[src/rtl/controller_packet_tx.sv]
// Game-controller packetiser: snapshots buttons/joystick and streams a 5-byte
// packet (header, buttons, X, Y, checksum) into UART_TX on a timer or on request.
module controller_packet_tx #(
    parameter logic [7:0] c_HEADER          = 8'hA5,
    parameter int         c_INTERVAL_CYCLES = 500000
) (
    input  logic       i_CLK,
    input  logic       i_RESET,
    input  logic [7:0] i_BUTTONS,
    input  logic [7:0] i_JOY_X,
    input  logic [7:0] i_JOY_Y,
    input  logic       i_SEND,
    input  logic       i_TX_ACTIVE,
    input  logic       i_TX_DONE,
    output logic       o_TX_DV,
    output logic [7:0] o_TX_BYTE,
    output logic       o_BUSY,
    output logic       o_PKT_SENT,
    output logic [7:0] o_PKT_COUNT
);

    localparam int                 c_CNT_W    = (c_INTERVAL_CYCLES > 2) ? $clog2(c_INTERVAL_CYCLES) : 1;
    localparam logic [c_CNT_W-1:0] c_CNT_LAST = c_CNT_W'(c_INTERVAL_CYCLES - 1);
    localparam logic [2:0]         c_LAST_IDX = 3'd4;

    typedef enum logic [2:0] {
        s_IDLE,
        s_LOAD,
        s_WAIT_IDLE,
        s_STROBE,
        s_WAIT_DONE
    } t_state;

    t_state             r_state;
    t_state             w_next_state;
    logic [c_CNT_W-1:0] r_interval_cnt;
    logic               r_pending;
    logic [2:0]         r_index;
    logic [7:0]         r_buttons;
    logic [7:0]         r_joy_x;
    logic [7:0]         r_joy_y;
    logic [7:0]         r_checksum;
    logic [7:0]         r_tx_byte;
    logic               r_pkt_sent;
    logic [7:0]         r_pkt_count;

    logic               w_interval_trig;
    logic               w_trigger;
    logic               w_start;
    logic [7:0]         w_cur_byte;

    assign w_interval_trig = (r_interval_cnt == c_CNT_LAST);
    assign w_trigger       = i_SEND | w_interval_trig;
    assign w_start         = (r_state == s_IDLE) && (r_pending || w_trigger);

    // NOTE: every variable written in always_comb gets a default first so no path infers a latch.
    always_comb begin
        w_next_state = r_state;
        case (r_state)
            s_IDLE:      if (r_pending || w_trigger) w_next_state = s_LOAD;
            s_LOAD:      w_next_state = s_WAIT_IDLE;
            s_WAIT_IDLE: if (!i_TX_ACTIVE) w_next_state = s_STROBE;
            s_STROBE:    w_next_state = s_WAIT_DONE;
            s_WAIT_DONE: begin
                if (i_TX_DONE) begin
                    w_next_state = (r_index == c_LAST_IDX) ? s_IDLE : s_WAIT_IDLE;
                end
            end
            default:     w_next_state = s_IDLE;
        endcase
    end

    always_comb begin
        w_cur_byte = c_HEADER;
        case (r_index)
            3'd1:    w_cur_byte = r_buttons;
            3'd2:    w_cur_byte = r_joy_x;
            3'd3:    w_cur_byte = r_joy_y;
            3'd4:    w_cur_byte = r_checksum;
            default: w_cur_byte = c_HEADER;
        endcase
    end

    // NOTE: all sequential state uses non-blocking assignments so block ordering cannot change behaviour.
    always_ff @(posedge i_CLK) begin
        if (i_RESET) begin
            r_state <= s_IDLE;
        end else begin
            r_state <= w_next_state;
        end
    end

    always_ff @(posedge i_CLK) begin
        if (i_RESET) begin
            r_interval_cnt <= '0;
        end else if (w_interval_trig) begin
            r_interval_cnt <= '0;
        end else begin
            r_interval_cnt <= r_interval_cnt + c_CNT_W'(1);
        end
    end

    // A trigger consumed to leave IDLE is not re-queued; one arriving while a
    // pending request is being consumed keeps the flag set.
    always_ff @(posedge i_CLK) begin
        if (i_RESET) begin
            r_pending <= 1'b0;
        end else if (w_start) begin
            r_pending <= r_pending & w_trigger;
        end else if (w_trigger) begin
            r_pending <= 1'b1;
        end
    end

    always_ff @(posedge i_CLK) begin
        if (i_RESET) begin
            r_index     <= '0;
            r_buttons   <= '0;
            r_joy_x     <= '0;
            r_joy_y     <= '0;
            r_checksum  <= '0;
            r_tx_byte   <= '0;
            r_pkt_sent  <= 1'b0;
            r_pkt_count <= '0;
        end else begin
            r_pkt_sent <= 1'b0;
            case (r_state)
                s_LOAD: begin
                    r_buttons  <= i_BUTTONS;
                    r_joy_x    <= i_JOY_X;
                    r_joy_y    <= i_JOY_Y;
                    r_checksum <= c_HEADER ^ i_BUTTONS ^ i_JOY_X ^ i_JOY_Y;
                    r_index    <= '0;
                end
                s_WAIT_IDLE: begin
                    // Byte is registered one cycle ahead so it is valid with the strobe.
                    if (!i_TX_ACTIVE) r_tx_byte <= w_cur_byte;
                end
                s_WAIT_DONE: begin
                    if (i_TX_DONE) begin
                        if (r_index == c_LAST_IDX) begin
                            r_pkt_sent  <= 1'b1;
                            r_pkt_count <= r_pkt_count + 8'd1;
                        end else begin
                            r_index <= r_index + 3'd1;
                        end
                    end
                end
                default: ;
            endcase
        end
    end

    assign o_TX_DV     = (r_state == s_STROBE);
    assign o_TX_BYTE   = r_tx_byte;
    assign o_BUSY      = (r_state != s_IDLE);
    assign o_PKT_SENT  = r_pkt_sent;
    assign o_PKT_COUNT = r_pkt_count;

endmodule

[config.mk]
export PLATFORM = sky130hd
export DESIGN_NAME = controller_packet_tx
export DESIGN_NICKNAME = d
export VERILOG_FILES = /design/src/rtl/controller_packet_tx.sv
export SDC_FILE = /design/constraint.sdc
export NUM_CORES = 1
export LEC_CHECK = 0
export BUFFER_PORTS_ARGS = -buffer_cell sky130_fd_sc_hd__buf_4
export CORE_ASPECT_RATIO = 2
export CORE_MARGIN = 4
export CORE_UTILIZATION = 40
export DETAILED_ROUTE_END_ITERATION = 6
export PLACE_DENSITY = 0.7
export SLEW_MARGIN = 25
export SYNTH_ARGS = -nofsm -noshare
export SYNTH_HDL_FRONTEND = slang
export SYNTH_SLANG_ARGS = --single-unit
[constraint.sdc]
create_clock -name i_CLK -period 2.5 [get_ports i_CLK]
set_input_delay 0.375 -clock i_CLK [delete_from_list [all_inputs] [get_ports i_CLK]]
set_output_delay 0.375 -clock i_CLK [all_outputs]
set_load 0.005 [all_outputs]
# Word-level counts from Yosys, hierarchy flattened
# Cells that the tools add are included.
totals:
  reg_bits: 75
  inputBits: 29
  elab_cells: 59
classes:
  n_addsub: 3
  eq_ne: 13
  muxes: 12
  bitwise_logic: 8
  reduce_logical: 12
op_table:
  columns: ["op", "n"]
  rows:
  - ["case mux 8 bit (4 select lines)", 1]
  - ["adder 19 x 1 -> 19 bit (second input constant)", 1]
  - ["equality test 19 bit (second input constant)", 1]
  - ["bitwise XOR 8 bit", 2]
  - ["2-to-1 mux 3 bit", 5]
  - ["case mux 3 bit (5 select lines)", 1]
  - ["equality test 3 x 2 -> 1 bit (second input constant)", 4]
  - ["AND reduction 3 bit", 3]
  - ["adder 8 x 1 -> 8 bit (second input constant)", 1]
  - ["equality test 3 x 1 -> 1 bit (second input constant)", 2]
  - ["equality test 3 bit (second input constant)", 2]
  - ["!= test 2 bit (second input constant)", 3]
  - ["case mux 3 bit (2 select lines)", 1]
  - ["NOT 4 bit", 1]
  - ["nonzero test 2 bit", 2]
  - ["adder 3 x 1 -> 3 bit (second input constant)", 1]
  - ["logical NOT 3 bit", 1]
  - ["2-to-1 mux 1 bit", 3]
  - ["NOT 1 bit", 3]
  - ["nonzero test 3 bit", 1]
  - ["OR reduction 3 bit", 1]
  - ["2-to-1 mux 2 bit", 1]
  - ["!= test 2 x 1 -> 1 bit (second input constant)", 1]
  - ["AND reduction 2 bit", 1]
  - ["5 further kinds", 5]

# Logic depth before layout (Yosys ltp)
logic_depth:
  ltp_word: 5
  ltp_mapped: 9

# Least setup slack after synthesis
# No wires, ideal clock.
synth_timing:
  path_kind: "register to register"
  from: "register r_index[2]"
  to: "register r_tx_byte[1] (netlist: o_TX_BYTE[1])"
  t_arrival_ns: 1.627
  slack_ns: 0.745
  path_stages_with_launch: 10
  n_path_buf: 3
  period_less_slack_ns: 1.755
  path_cell_list: "dfxtp_1 -> clkbuf_1 -> clkbuf_1 -> inv_1 -> ha_1 -> clkbuf_1 -> a32oi_1 -> o21ai_0 -> a22oi_1 -> nor2_1"
synth_via:
  elab_chain_cells: 2
  elab_cells_between_ends: 5
synth_lines:
  columns: ["item", "line_no", "rtl"]
  rows:
  - ["from (decl)", "38", "logic [2:0] r_index;"]
  - ["from (signal assigned)", "145", "r_index <= r_index + 3'd1;"]
  - ["equality test 3 bit (tied with other cells)", "75", "case (r_index)"]
  - ["case mux 8 bit (4 select lines) *", "75", null]
  - ["to (signal assigned)", "137", "if (!i_TX_ACTIVE) r_tx_byte <= w_cur_byte;"]
  - ["to (decl)", "43", "logic [7:0] r_tx_byte;"]
# Every way passes the cells marked *; elsewhere a longest branch is shown, timed or not.
# A chain may end at the register's enable or synchronous reset.

# Final worst setup path
layout_timing:
  from: "register r_index[2]"
  to: "register r_tx_byte[4] (netlist: o_TX_BYTE[4])"
# Same word-level chain as after synthesis.

==> flow_summary_export.csv <==
group,metric,value,unit
outcome,outcome,"completed",
sta,finalSetupViolCount,0,
route,drc,0,
synthesis,synth_common_cells,"dfxtp_1 (75), nand2_1 (62), nor2_1 (39)",
power_and_ir_drop,cellLeakagePower,1.483,nW
setup_path,crit_path_max_fanout,18,
sta,setup_tns,0,ns
setup_path,startpoint_type,"flop",
setup_path,cp-end-kind,"flop",
worst_hold_path,holdCritPathClass,"in -> reg",
sta,finalHoldViolations,0,
layout,n_antenna_cell,0,
layout,drive_gt1_share,16.00,%
clocking,cts_hold_buf,0,
setup_path,path_class,"reg -> reg",
synthesis,ys_ff_latch,75,
setup_path,worstPathRequired,2.71,ns
power_and_ir_drop,power.total,3.131,mW
sta,min_period_over_period,75.65,%
sta,skew,0.004020,ns
clocking,cts_buffers,9,
synthesis,synth_edf_count,0,
place,portBuffers,47,
sta,rsz0062_at_grt,"no",
sta,slew_headroom,63.45,%
synthesis,synth_ff_type,"dfxtp_1",
clocking,cts.sinks,75,
power_and_ir_drop,ir_drop,0.4834,mV
setup_path,crit_arrival,2.10,ns
global_route,antenna_found_initial,0,
place,dp_hpwl,6.062,mm
synthesis,synthesis.area,3448,um2
synthesis,syn_nets,444,
layout,fillers,829,
layout,stdcell_count,548,
global_route,grt_max_degree,37,
layout,area_growth,20.21,%
sta,fmax,528.7,MHz
synthesis,netlist.area_leader.share,43.54,%
worst_hold_path,worstHoldPathCells,3,
global_route,grt-ovfl-total,0,
sta,tightest_slew,0.5407,ns
synthesis,yosys_warnings,0,
place,gp_congestion,0.8337,
route,drt_iter0_markers,94,
floorplan,io_pins,48,
route,final_antenna_net_count,0,
floorplan,fp.dieW,73.66,um
clocking,root_buffer,"clkbuf_16",
flow_run,max_cap_violations,0,
clocking,path_clk_slew,0.06,ns
floorplan,die_h,139.3,um
clocking,cts_tree,"built",
power_and_ir_drop,powerDensity,755.3,nW/um2
clocking,cts_setup_buffers,0,
layout,fin_util,49.64,%
route,vias_per_cell,5.403,
sta,drv_slew,0,
route,drt-wirelength-per-cell,14.91,um
clocking,clock_path_buffers,2,
route,routed_wl,8.168,mm
floorplan,initial_utilization,41.29,%
synthesis,ys_seq_area_share,43.54,%
global_route,grt_pass1_vias,2974,
synthesis,synth_area_leaders,"dfxtp_1 (44%), nand2_1 (6.7%), xnor2_1 (6.6%)",
route,vias,2961,
synthesis,syn_inst,408,
synthesis,ys_types,49,
setup_path,worst-r2r-cell-count,6,
synthesis,synth_most_common_cell,"dfxtp_1",
place,placed_cells,532,
floorplan,num_rows,47,
layout,final_nets,481,
floorplan,die_area,10260,um2
global_route,grt_pass1_wl,13.57,mm
floorplan,coreArea,8351,um2
sta,min_period,1.891,ns
synthesis,yosys.area.top_type,"dfxtp_1",
synthesis,ys_async_sr_fraction,0,%
route,drt_pass1_iterations,4,
clocking,worstSkewPairLatency,0.33,ns
clocking,cts_resized,0,
synthesis,synth.avg_cell_area,8.452,um2
clocking,ctsHtreeMaxLevel,3,
global_route,grtUsageTotal,16.89,%
==> worst max-delay path, cell delays in order, from the launching register on <==
cell	delay, ns
dfxtp_1	0.66
inv_1	0.12
ha_1	0.35
a32oi_1	0.17
o21ai_0	0.18
a22oi_1	0.22
nor2_1	0.06
==> logic make-up (layout without fill, tap and decap cells) <==
kind of cell / after synthesis / count (layout) / synth area share [%]
simple gates: 165 / 165 / 23.40
compound gates: 88 / 88 / 16.04
flops: 75 / 75 / 43.54
xor+xnor: 37 / 37 / 9.398
buf+inv: 35 / 77 / 4.789
fa+ha+maj: 7 / 7 / 2.540
mux: 1 / 1 / 0.2903
==> flip-flops by register name, indices dropped and copies added (netlist names) <==
| register | cells |
|---|---|
| r_interval_cnt | 19 |
| o_PKT_COUNT | 8 |
| o_TX_BYTE | 8 |
| r_buttons | 8 |
| r_checksum | 8 |
| r_joy_x | 8 |
| r_joy_y | 8 |
| r_index | 3 |
| r_state | 3 |
| o_PKT_SENT | 1 |
| r_pending | 1 |
==> placed cells by master (no fill, tap or decap), types with 5 or more instances in the layout <==
| master | count |
|---|---|
| nor3_1 | 7 |
| buf_4 | 50 |
| a22oi_1 | 15 |
| dfxtp_1 | 75 |
| inv_1 | 11 |
| a31oi_1 | 5 |
| nor2_1 | 39 |
| o21ai_0 | 10 |
| a21oi_1 | 36 |
| nor2b_1 | 6 |
| xor2_1 | 11 |
| nand2_1 | 62 |
| ha_1 | 7 |
| clkbuf_16 | 9 |
| xnor2_1 | 26 |
| nand4_1 | 11 |
| nand3_1 | 12 |
==> per-layer routing <==
layer / wire (um) / global-route usage (%) / up-vias
met5: 0 / 0 / -
met4: 388 / 10.22 / 0
met3: 274 / 4.116 / 20
met2: 4673 / 30.71 / 59
met1: 2830 / 16.15 / 1389
li1: - / - / 1493
==> where the power goes <==
group,internal [mW],leakage [nW],switching [mW]
Combinational,0.175,0.718,0.217
Clock,0.901,0.157,0.471
Sequential,1.29,0.609,0.0759
Total,2.37,1.48,0.764
==> stage by stage <==
stage | cell area (um2) | hold WS, ns | worst slack (ns)
5_1_grt | 4145 | 0.2992 | 0.3868
3_5_place_dp | 3825 | 0.4454 | 0.6177
6_report | 4145 | 0.2968 | 0.6087
3_3_place_gp | 3825 | 0.4394 | 0.6699
4_1_cts | 4145 | 0.2891 | 0.6080
2_1_floorplan | 3448 | 0.4321 | 0.7455
==> final timing paths <==
kind                                                 start                         end  slack, ns
worst max-delay path               r_index[2]$_SDFFE_PP0P_   o_TX_BYTE[4]$_SDFFE_PP0P_       0.61
worst min-delay path                            i_JOY_X[3]     r_joy_x[3]$_SDFFE_PP0P_       0.30
worst max register to register     r_index[2]$_SDFFE_PP0P_   o_TX_BYTE[4]$_SDFFE_PP0P_       0.61
worst min register to register  r_checksum[1]$_SDFFE_PP0P_  r_checksum[1]$_SDFFE_PP0P_       0.45
==> cell type report <==
class	instances	area (um2)	area share, %
Inverter	11	41.29	0.9961
Clock inverter	4	73.82	1.781
Clock buffer	12	246.5	5.946
Timing Repair Buffer	50	375.4	9.055
Multi-Input combinational cell	298	1784	43.04
Tap cell	98	122.6	2.958
Sequential cell	75	1501	36.22
Note: power is estimated with default switching activity, not from simulation.
